===== config.mk =====
export PLATFORM = sky130hd
export DESIGN_NAME = sdram_host_master
export DESIGN_NICKNAME = d
export VERILOG_FILES = /design/src/rtl/sdram_host_master.sv
export SDC_FILE = /design/constraint.sdc
export NUM_CORES = 1
export LEC_CHECK = 0
export CAP_MARGIN = 5
export CORE_UTILIZATION = 54
export DETAILED_ROUTE_END_ITERATION = 10
export PLACE_DENSITY = 0.85
export SKIP_CTS_REPAIR_TIMING = 1
export SYNTH_ARGS = -nofsm -noshare
export SYNTH_HDL_FRONTEND = slang
export SYNTH_SLANG_ARGS = --single-unit

===== constraint.sdc =====
create_clock -name sys_clk -period 6.6 [get_ports sys_clk]
set_input_delay 1.65 -clock sys_clk [delete_from_list [all_inputs] [get_ports sys_clk]]
set_output_delay 1.65 -clock sys_clk [all_outputs]
set_load 0.02 [all_outputs]

===== src/rtl/sdram_host_master.sv =====
// Bus master for the SDRAM host controller micro port: turns single valid/ready
// requests into registered mp_* strobe sequences timed from sys_clk counters.
module sdram_host_master #(
  parameter int SETUP_CYC = 2,
  parameter int PULSE_CYC = 4,
  parameter int HOLD_CYC  = 2,
  parameter int TIMEOUT   = 1023
) (
  input  logic        sys_clk,
  input  logic        sys_rst,
  input  logic        req_valid,
  output logic        req_ready,
  input  logic        req_we,
  input  logic        req_mode,
  input  logic [19:0] req_addr,
  input  logic [15:0] req_wdata,
  output logic        rsp_valid,
  output logic [15:0] rsp_rdata,
  output logic        rsp_timeout,
  output logic [19:0] mp_addx,
  output logic [15:0] mp_data_out,
  input  logic [15:0] mp_data_in,
  output logic        mp_rd_l,
  output logic        mp_wr_l,
  output logic        mp_cs_l,
  output logic        sdram_mode_set_l,
  input  logic        sdram_busy_l,
  output logic [2:0]  dbg_state
);

  // Handshake: a request transfers on a rising clock edge where req_valid and
  // req_ready are both high; req_ready is high only in IDLE. rsp_valid is a
  // one-cycle pulse with no back-pressure, qualified by rsp_timeout.

  localparam logic [2:0] S_IDLE    = 3'd0;
  localparam logic [2:0] S_WAIT_NB = 3'd1;
  localparam logic [2:0] S_SETUP   = 3'd2;
  localparam logic [2:0] S_STROBE  = 3'd3;
  localparam logic [2:0] S_RD_WAIT = 3'd4;
  localparam logic [2:0] S_HOLD    = 3'd5;
  localparam logic [2:0] S_DONE    = 3'd6;
  localparam logic [2:0] S_ABORT   = 3'd7;

  localparam int PW = 8;
  localparam logic [PW-1:0] SETUP_LAST = PW'(SETUP_CYC - 1);
  localparam logic [PW-1:0] PULSE_LAST = PW'(PULSE_CYC - 1);
  localparam logic [PW-1:0] HOLD_LAST  = PW'(HOLD_CYC - 1);
  localparam logic [9:0]    TO_LAST    = 10'(TIMEOUT - 1);

  logic [2:0]    state_q, state_d;
  logic [PW-1:0] ph_q, ph_d;
  logic [9:0]    cnt_q, cnt_d;
  logic          bsync1_q, bsync2_q;
  logic          busy_s;
  logic [19:0]   addr_q;
  logic [15:0]   wdata_q;
  logic          we_q, mode_q;
  logic          accept;
  logic          rd_capture;
  logic          cs_act, wr_act, rd_act, mode_act;

  logic          cs_l_q, rd_l_q, wr_l_q, mode_l_q;
  logic [19:0]   mp_addx_q;
  logic [15:0]   mp_data_out_q;
  logic          rsp_valid_q, rsp_timeout_q, req_ready_q;
  logic [15:0]   rsp_rdata_q;

  // Synchroniser idles at "not busy" so busy_s comes out of reset low.
  always_ff @(posedge sys_clk or posedge sys_rst) begin
    if (sys_rst) begin
      bsync1_q <= 1'b1;
      bsync2_q <= 1'b1;
    end else begin
      bsync1_q <= sdram_busy_l;
      bsync2_q <= bsync1_q;
    end
  end

  assign busy_s     = ~bsync2_q;
  assign accept     = (state_q == S_IDLE) && req_valid;
  assign rd_capture = (state_q == S_RD_WAIT) && !busy_s;

  always_comb begin
    state_d = state_q;
    ph_d    = ph_q;
    cnt_d   = cnt_q;
    case (state_q)
      S_IDLE: begin
        if (req_valid) begin
          state_d = S_WAIT_NB;
          cnt_d   = '0;
        end
      end
      S_WAIT_NB: begin
        if (!busy_s) begin
          state_d = S_SETUP;
          ph_d    = '0;
        end else if (cnt_q == TO_LAST) begin
          state_d = S_ABORT;
        end else begin
          cnt_d = cnt_q + 10'd1;
        end
      end
      S_SETUP: begin
        if (ph_q == SETUP_LAST) begin
          state_d = S_STROBE;
          ph_d    = '0;
        end else begin
          ph_d = ph_q + 1'b1;
        end
      end
      S_STROBE: begin
        if (ph_q == PULSE_LAST) begin
          ph_d  = '0;
          cnt_d = '0;
          state_d = we_q ? S_HOLD : S_RD_WAIT;
        end else begin
          ph_d = ph_q + 1'b1;
        end
      end
      S_RD_WAIT: begin
        if (!busy_s) begin
          state_d = S_HOLD;
          ph_d    = '0;
        end else if (cnt_q == TO_LAST) begin
          state_d = S_ABORT;
        end else begin
          cnt_d = cnt_q + 10'd1;
        end
      end
      S_HOLD: begin
        if (ph_q == HOLD_LAST) begin
          state_d = S_DONE;
        end else begin
          ph_d = ph_q + 1'b1;
        end
      end
      S_DONE:  state_d = S_IDLE;
      S_ABORT: state_d = S_IDLE;
      default: state_d = S_IDLE;
    endcase
  end

  // Strobe levels are decoded from the next state and registered, so every
  // mp_* output changes exactly on a clock edge.
  always_comb begin
    cs_act   = (state_d == S_SETUP) || (state_d == S_STROBE) ||
               (state_d == S_RD_WAIT) || (state_d == S_HOLD);
    wr_act   = (state_d == S_STROBE) && we_q;
    rd_act   = ((state_d == S_STROBE) || (state_d == S_RD_WAIT)) && !we_q;
    mode_act = mode_q && ((state_d == S_SETUP) || (state_d == S_STROBE) ||
                          (state_d == S_HOLD));
  end

  always_ff @(posedge sys_clk or posedge sys_rst) begin
    if (sys_rst) begin
      state_q <= S_IDLE;
      ph_q    <= '0;
      cnt_q   <= '0;
    end else begin
      state_q <= state_d;
      ph_q    <= ph_d;
      cnt_q   <= cnt_d;
    end
  end

  // A mode write is always a write, whatever req_we says.
  always_ff @(posedge sys_clk or posedge sys_rst) begin
    if (sys_rst) begin
      addr_q  <= '0;
      wdata_q <= '0;
      we_q    <= 1'b0;
      mode_q  <= 1'b0;
    end else if (accept) begin
      addr_q  <= req_addr;
      wdata_q <= req_wdata;
      we_q    <= req_we | req_mode;
      mode_q  <= req_mode;
    end
  end

  always_ff @(posedge sys_clk or posedge sys_rst) begin
    if (sys_rst) begin
      cs_l_q        <= 1'b1;
      rd_l_q        <= 1'b1;
      wr_l_q        <= 1'b1;
      mode_l_q      <= 1'b1;
      mp_addx_q     <= '0;
      mp_data_out_q <= '0;
      rsp_valid_q   <= 1'b0;
      rsp_timeout_q <= 1'b0;
      rsp_rdata_q   <= '0;
      req_ready_q   <= 1'b1;
    end else begin
      cs_l_q        <= ~cs_act;
      rd_l_q        <= ~rd_act;
      wr_l_q        <= ~wr_act;
      mode_l_q      <= ~mode_act;
      rsp_valid_q   <= (state_d == S_DONE) || (state_d == S_ABORT);
      rsp_timeout_q <= (state_d == S_ABORT);
      req_ready_q   <= (state_d == S_IDLE);
      if ((state_q == S_WAIT_NB) && (state_d == S_SETUP)) begin
        mp_addx_q     <= addr_q;
        mp_data_out_q <= wdata_q;
      end
      if (state_d == S_ABORT) begin
        rsp_rdata_q <= '0;
      end else if (rd_capture) begin
        rsp_rdata_q <= mp_data_in;
      end
    end
  end

  assign mp_cs_l          = cs_l_q;
  assign mp_rd_l          = rd_l_q;
  assign mp_wr_l          = wr_l_q;
  assign sdram_mode_set_l = mode_l_q;
  assign mp_addx          = mp_addx_q;
  assign mp_data_out      = mp_data_out_q;
  assign rsp_valid        = rsp_valid_q;
  assign rsp_timeout      = rsp_timeout_q;
  assign rsp_rdata        = rsp_rdata_q;
  assign req_ready        = req_ready_q;
  assign dbg_state        = state_q;

endmodule


==> results of run 1 <==
power breakdown:
| group | switching (mW) | internal, mW |
|---|---|---|
| Clock | 0.338 | 0.598 |
| Combinational | 0.653 | 0.682 |
| Sequential | 0.204 | 1.05 |
| Total | 1.20 | 2.33 |
registers in the layout, summed over array words and instances, names as in the netlist, 3 cells and up:
name and flops:
addr_q 20, cnt_q 10, dbg_state 3, mp_addx 20, mp_data_out 16, ph_q 8, rsp_rdata 16, wdata_q 16
final cells by class:
class | instances | area, um^2 | share of cell area, %
Tap cell | 129 | 161 | 2.27
Clock buffer | 19 | 442 | 6.20
Timing Repair Buffer | 122 | 1210 | 17.1
Multi-Input combinational cell | 251 | 2090 | 29.3
Clock inverter | 12 | 164 | 2.30
Inverter | 10 | 40.0 | 0.562
Sequential cell | 120 | 3010 | 42.3
worst min-delay path by stage:
stage                         from  endpoint  slack, ns
final                     bsync1_q  bsync2_q       0.35
after global routing      bsync1_q  bsync2_q       0.36
after CTS                 bsync1_q  bsync2_q       0.36
after detailed placement  bsync1_q  bsync2_q       0.35
after global placement    bsync1_q  bsync2_q       0.35
after floorplan           bsync1_q  bsync2_q       0.35
cell families (layout without fill, tap and decap cells):
family                     after synthesis  count (layout)  share of synthesized area, %
AOI/OAI and AO/OA                       52              52                          8.10
xor gates and xnor gates                 5               5                         0.841
adders and majority gates                6               6                          1.44
buffers and inverters                   28             163                          2.19
DFF                                    120             120                          57.9
muxes                                   90              90                          19.1
and+or+nand+nor                         98              98                          10.5
Yosys cell counts (4+ instances only):
master	number	area, um^2
and3_1	7	43.8
mux2i_1	16	160
a22o_1	4	35.0
mux2_2	74	833
nand4_1	4	25.0
dfrtp_1	113	2830
o2bb2ai_1	4	35.0
or3_1	5	31.3
nor2b_1	5	31.3
clkbuf_1	10	37.5
nor2_1	31	116
nand3_1	10	50.1
o21ai_0	6	30.0
nand2_1	12	45.0
ha_1	6	75.1
a21oi_1	7	35.0
dfstp_2	7	184
buf_2	7	35.0
and2_1	4	25.0
inv_1	10	37.5
layer usage:
metal | routed length, um | track usage, %
met2 | 5800 | 39.8
met1 | 4650 | 30.3
met5 | 0 | 0
met4 | 102 | 9.14
met3 | 815 | 8.84
per-stage QoR:
stage	hold WS, ns	cells	util, %
4_1_cts	0.355	663	76.7
5_1_grt	0.357	663	76.7
6_report	0.354	663	76.7
3_3_place_gp	0.348	632	70.1
3_5_place_dp	0.348	632	70.1
2_1_floorplan	0.345	399	-
==> results.toml, run 1 <==
[worst_setup_path]
critical_path_class = "reg -> out"
crit_chain = "clkdlybuf4s50_1"
ff2ff_path_depth = 4
slowest_delay_ns = 0.74
critPathArrivalTime_ns = 1.99
worstSetupEndpointType = "output port"
critPathSlowestCell = "dfrtp_1"
path_buf_inv = 1
endpoint = "dbg_state[0]"
reg2reg_to = "mp_wr_l"
critPathLaunch = "dbg_state[0]"
crit_fanout = 20
cp_num_cells = 1
rrSetupSlack_ns = 4.07
r2r-start = "dbg_state[0]"
critPathLaunchType = "flip-flop"
cp.required_ns = 4.95
crit_family = "flip-flops"

[layout]
final_cell_mix = "clkdlybuf4s50_1 (119), dfrtp_1 (113), mux2_2 (74)"
fillers = 572
syn2layout_area_growth_pct = 36.8
final_common_cell = "clkdlybuf4s50_1"
drive_gt1_share_pct = 24.9
antennaDiodeCount = 0
finish.instance_area_mm2 = 0.00712
final_nets = 586

[placement]
dpl_worst_slack_ns = 3.00
io_buffers = 119
place_hpwl_um = 7410
gp_congestion = 0.857
place_area_mm2 = 0.00651

[timing]
hold_viol = 0
rsz0062_at_grt = "false"
setup_viol = 0
worst_pin_slew_ns = 1.10
fin_tns_setup_ns = 0
fin_crit_sh_pct = 55.2
max_clock_freq_mhz = 275
fin_crit_ns = 3.64
setup_slack_ns = 2.96
slew_viol_final = 0
slew_headroom_pct = 26.5
fin_worst_skew_ns = 0.00950

[drt]
wl_per_cell_um = 17.1
drt-total-wl_um = 11400
firstDrtPassIters = 4
drt_iter0_drc = 190
viasPerCell = 5.54
vias = 3676
drc = 0
ant_nets = 0

[floorplan]
rows = 35
die_x_um = 100
design.core.area_mm2 = 0.00928
io_pins = 120
fp.dieArea_mm2 = 0.0100
start_util_pct = 56.1
die_y_um = 100

[global_routing]
antenna_found_initial = 0
globalRouteTotalUtil_pct = 24.5
grt_pass1_vias = 3811
grt_max_degree = 93
grt_pass1_wl_um = 18600
globalRoute.totalOverflow = 0

[pwr]
finalPower_mw = 3.53
irDropWorstVdd_v = 0.000286
powerDensity_mw_per_mm2 = 496
p_leak_nw = 2.97

[yosys]
synthFlopType = "dfrtp_1"
syn_area_per_cell_um2 = 13.0
syn_nets = 463
yosysUniqueCellTypes = 62
synthArstFlopShare_pct = 100
synth-seq-cells = 120
syn_area_mm2 = 0.00520
yosysWarnings = 0
netlist_instances = 399
synth_edf_count = 0
synth_seq_area_share_pct = 57.9

[clock_network]
clkTransAtPathRegs_ns = 0.05
worstSkewPairLatency_ns = 0.52
cts_buffers = 17
clkSinkCount = 120
cts_buffer_depth = 2
htreeDepth = 4
cts-root-buf = "clkbuf_8"
cts_tree = "built"

[min_path]
hold_depth = 0
hold_path_class = "reg -> reg"

[run]
timing.max_cap.violations = 0

[status]
status = "finished clean"
Note: power is estimated with default switching activity, not from simulation.
==> run 2: changes to the inputs <==
- CORE_UTILIZATION: 54 -> 50
- PLACE_DENSITY: 0.85 -> 0.8
- clock period: 6.6 -> 3.8 ns (I/O delays scaled with it)
==> run 2 against run 1 <==
First-iteration DRC count down 6.8%. Hold slack better by 0.0097 ns. Combinational power up 73%. Design area up 0.25%. Utilization down 4.7 points. Critical path depth unchanged. Critical endpoint unchanged. Largest cell class unchanged.
==> results.toml, run 2 (synthesized netlist as in run 1, its figures left out) <==
[status]
status = "finished clean"

[clock_network]
clkSinkCount = 120
htreeDepth = 4
clkTransAtPathRegs_ns = 0.06
cts_tree = "built"
worstSkewPairLatency_ns = 0.51
cts_buffer_depth = 2
cts_buffers = 17
cts-root-buf = "clkbuf_8"

[layout]
stdcell_count = 671
final_nets = 589
drive_gt1_share_pct = 25.3
final_common_cell = "clkdlybuf4s50_1"
post-route-util_pct = 72.0
final_cell_mix = "clkdlybuf4s50_1 (119), dfrtp_1 (113), mux2_2 (74)"
syn2layout_area_growth_pct = 37.1
antennaDiodeCount = 0
fillers = 687

[global_routing]
grt_pass1_wl_um = 19500
grt_max_degree = 60
grt_pass1_vias = 3945
globalRouteTotalUtil_pct = 22.9
globalRoute.totalOverflow = 0
antenna_found_initial = 0

[pwr]
sw_frac_of_total_pct = 34.7
p_leak_nw = 2.98
p_int_mw = 3.97
power_switching_mw = 2.11
comb_power_share_pct = 38.2
pwr-share-clk_pct = 25.9
irDropWorstVdd_v = 0.000503
powerDensity_mw_per_mm2 = 852
pwr-share-seq_pct = 36.0

[timing]
max_clock_freq_mhz = 340
fin_tns_setup_ns = 0
rsz0062_at_grt = "false"
hold_viol = 0
setup_viol = 0
worst_pin_slew_ns = 1.13
slew_viol_final = 0
fin_crit_ns = 2.94
slew_headroom_pct = 24.8
fin_crit_sh_pct = 77.3
hold_ws_ns = 0.364
fin_worst_skew_ns = 0.00821

[placement]
place_hpwl_um = 7630
gp_congestion = 0.827
io_buffers = 119
place_inst = 639

[drt]
firstDrtPassIters = 5
drc = 0
ant_nets = 0
vias = 3676
drt-total-wl_um = 11500
wl_per_cell_um = 17.2
viasPerCell = 5.48
drt_iter0_drc = 177

[floorplan]
io_pins = 120
design.core.area_mm2 = 0.00991
die_y_um = 104
rows = 36
die_x_um = 104
fp.dieArea_mm2 = 0.0108
start_util_pct = 52.5

[min_path]
hold_path_class = "reg -> reg"

[worst_setup_path]
slowest_delay_ns = 0.75
crit_chain = "clkdlybuf4s50_1"
worstSetupEndpointType = "output port"
crit_family = "buffers and inverters"
path_buf_inv = 1
critPathArrivalTime_ns = 1.99
critPathSlowestCell = "clkdlybuf4s50_1"
critPathLaunchType = "flip-flop"
crit_fanout = 20
cp.required_ns = 2.85
critical_path_class = "reg -> out"

[run]
timing.max_cap.violations = 0
[run 2: cell count changes in the layout (fill, tap and decap cells not counted), sizes merged]
cell	previous run	this run
buf	3	6
inv	14	16
clkinv	1	3
clkinvlp	4	3
clkbuf	19	18
bufinv	3	2
[run 2: cell type report]
| type | instances | area (um^2) | share of cell area (%) |
|---|---|---|---|
| clock buffer | 18 | 418 | 5.86 |
| clock inverter | 14 | 164 | 2.30 |
| inverter | 10 | 41.3 | 0.579 |
| multi-input combinational | 251 | 2090 | 29.2 |
| sequential | 120 | 3010 | 42.2 |
| tap | 133 | 166 | 2.33 |
| timing repair buffer | 125 | 1250 | 17.5 |
[run 2: final timing paths]
check                             startpoint      endpoint  slack (ns)  cells past startpoint
worst max-delay path            dbg_state[0]  dbg_state[0]        0.86                      1
worst min-delay path                bsync1_q      bsync2_q        0.36                      0
worst max register to register  dbg_state[1]       ph_q[0]        1.40                      6
worst min register to register      bsync1_q      bsync2_q        0.36                      0
max in group asynchronous            sys_rst       mp_rd_l        2.06                      3
min in group asynchronous            sys_rst  rsp_rdata[7]        0.94                      2
[run 2: through the flow]
step,area [um^2],worst slack (ns),power [mW]
floorplan,5210,1.39,3.57
global placement,6550,1.15,4.41
detailed placement,6550,1.10,4.50
CTS,7140,0.886,6.13
global route,7140,0.787,6.41
finish,7140,0.863,6.08
[run 2: power groups by stage]
stage	Combinational [mW]	Sequential, mW	Clock (mW)
finish	2.32	2.19	1.57
global route	2.49	2.26	1.66
CTS	2.34	2.19	1.60
detailed placement	2.32	2.19	0
global placement	2.25	2.16	0
floorplan	1.13	2.44	0
[run 2: routing by layer]
layer  vias to the layer above  part of all wire [%]  wire (um)  GRT usage, %
met5                         -                     0          0             0
li1                       1707                     -          -             -
met2                       121                    50       5770          38.1
met3                        22                   5.8        669          5.95
met4                         0                   2.1        240          10.6
met1                      1826                    42       4860          27.8
==> run 3: changes to the inputs <==
- clock period: 3.8 -> 2.9 ns (I/O delays scaled with it)
==> run 3 against run 2 <==
Final cell count rose by 0.15%. Clock-buffer cell count rose by 7. Utilization rose by 0.33 points. Design area rose by 0.46%. Hold slack improved by 0.0031 ns. Sequential cell count did not move. First-iteration DRC count fell by 14%. Total power rose by 32%. Largest cell class unchanged. Critical path depth did not move. Critical path type unchanged.
==> results.toml, run 3 (synthesized netlist as in run 1, its figures left out) <==
[pwr]
comb_power_share_pct = 38.6
p_int_mw = 5.36
powerDensity_mw_per_mm2 = 1120
irDropWorstVdd_v = 0.000778
sw_frac_of_total_pct = 33.1
pwr-share-clk_pct = 26.1
pwr-share-seq_pct = 35.3
power_switching_mw = 2.65
p_leak_nw = 3.00
finalPower_mw = 8.00

[timing]
fin_worst_skew_ns = 0.0136
fin_crit_ns = 2.59
rsz0062_at_grt = "false"
setup_viol = 0
fin_tns_setup_ns = 0
max_clock_freq_mhz = 386
slew_viol_final = 0
hold_viol = 0
slew_headroom_pct = 54.2
fin_crit_sh_pct = 89.3
worst_pin_slew_ns = 0.681

[status]
status = "finished clean"

[layout]
final_common_cell = "clkdlybuf4s50_1"
finish.instance_area_mm2 = 0.00717
stdcell_count = 672
final_nets = 590
drive_gt1_share_pct = 24.7
syn2layout_area_growth_pct = 37.7
multiInputGateArea_mm2 = 0.00209
ff_latch_area_mm2 = 0.00301
fillers = 695
final_cell_mix = "clkdlybuf4s50_1 (119), dfrtp_1 (113), mux2_2 (74)"
antennaDiodeCount = 0

[floorplan]
rows = 36
fp.dieArea_mm2 = 0.0108
io_pins = 120
design.core.area_mm2 = 0.00991
start_util_pct = 52.5
die_x_um = 104
die_y_um = 104

[worst_setup_path]
r2r-start = "cnt_q[0]"
crit_family = "buffers and inverters"
endpoint = "dbg_state[2]"
slowest_delay_ns = 0.70
path_buf_inv = 1
rrSetupSlack_ns = 0.57
crit_chain = "clkdlybuf4s50_1"
critPathLaunch = "dbg_state[2]"
cp_num_cells = 1
critPathSlowestCell = "clkdlybuf4s50_1"
cp.required_ns = 2.17
ff2ff_path_depth = 7
reg2reg_to = "mp_wr_l"
crit_fanout = 15
critPathLaunchType = "flip-flop"
worstSetupEndpointType = "output port"
critPathArrivalTime_ns = 1.86
critical_path_class = "reg -> out"

[drt]
vias = 3677
drt-total-wl_um = 11300
drt_iter0_drc = 152
ant_nets = 0
viasPerCell = 5.47
drc = 0
wl_per_cell_um = 16.8
firstDrtPassIters = 4

[min_path]
hold_depth = 0
hp-start = "bsync1_q"
hold_path_class = "reg -> reg"

[clock_network]
clkSinkCount = 120
worstSkewPairLatency_ns = 0.52
cts_tree = "built"
cts_buffers = 17
htreeDepth = 4
cts_buffer_depth = 2
cts-root-buf = "clkbuf_8"
clkTransAtPathRegs_ns = 0.06

[global_routing]
grt_pass1_wl_um = 18800
globalRoute.totalOverflow = 0
grt_max_degree = 121
globalRouteTotalUtil_pct = 22.4
grt_pass1_vias = 3837
antenna_found_initial = 0

[placement]
io_buffers = 119
place_inst = 640
place_area_mm2 = 0.00657
gp_congestion = 0.862
place_hpwl_um = 7670

[run]
timing.max_cap.violations = 0
==> run 3: changes by cell type in the layout (fill, tap and decap cells not counted) <==
cell	previous run	this run
buf_12	1	2
bufinv_16	2	3
clkbuf_1	1	5
clkbuf_8	1	4
clkinvlp_4	3	2
inv_6	5	0
inv_8	2	0
==> run 3: power by group through the flow <==
stage | clock (mW) | combinational (mW) | sequential, mW
floorplan | 0 | 1.48 | 3.20
global placement | 0 | 3.01 | 2.80
detailed placement | 0 | 3.10 | 2.84
CTS | 2.12 | 3.12 | 2.83
global route | 2.19 | 3.30 | 2.92
finish | 2.09 | 3.09 | 2.83
==> run 3: final cells by class <==
type                       count  share of cell area [%]
clock inverter                 7                    1.68
clock buffer                  25                    6.62
multi-input combinational    251                    29.1
timing repair buffer         126                    17.7
inverter                      10                   0.576
tap                          133                    2.32
sequential                   120                    42.0
==> run 3: layer usage <==
| metal | track usage [%] | up-vias | wire (um) |
|---|---|---|---|
| li1 | - | 1708 | - |
| met1 | 28.2 | 1829 | 4760 |
| met2 | 35.4 | 123 | 5570 |
| met3 | 7.64 | 17 | 773 |
| met4 | 8.88 | 0 | 199 |
| met5 | 0 | - | 0 |
==> run 3: metrics by stage <==
stage | util, % | hold WS, ns | setup slack (ns)
global route | 72.3 | 0.365 | 0.250
CTS | 72.3 | 0.364 | 0.280
finish | 72.3 | 0.367 | 0.311
global placement | 66.3 | 0.348 | 0.548
detailed placement | 66.3 | 0.350 | 0.454
floorplan | - | 0.345 | 0.711
==> run 3: worst min path at each step <==
stage / to / slack (ns)
finish: bsync2_q / 0.37
detailed placement: bsync2_q / 0.35
CTS: bsync2_q / 0.36
global placement: bsync2_q / 0.35
floorplan: bsync2_q / 0.35
global route: bsync2_q / 0.36
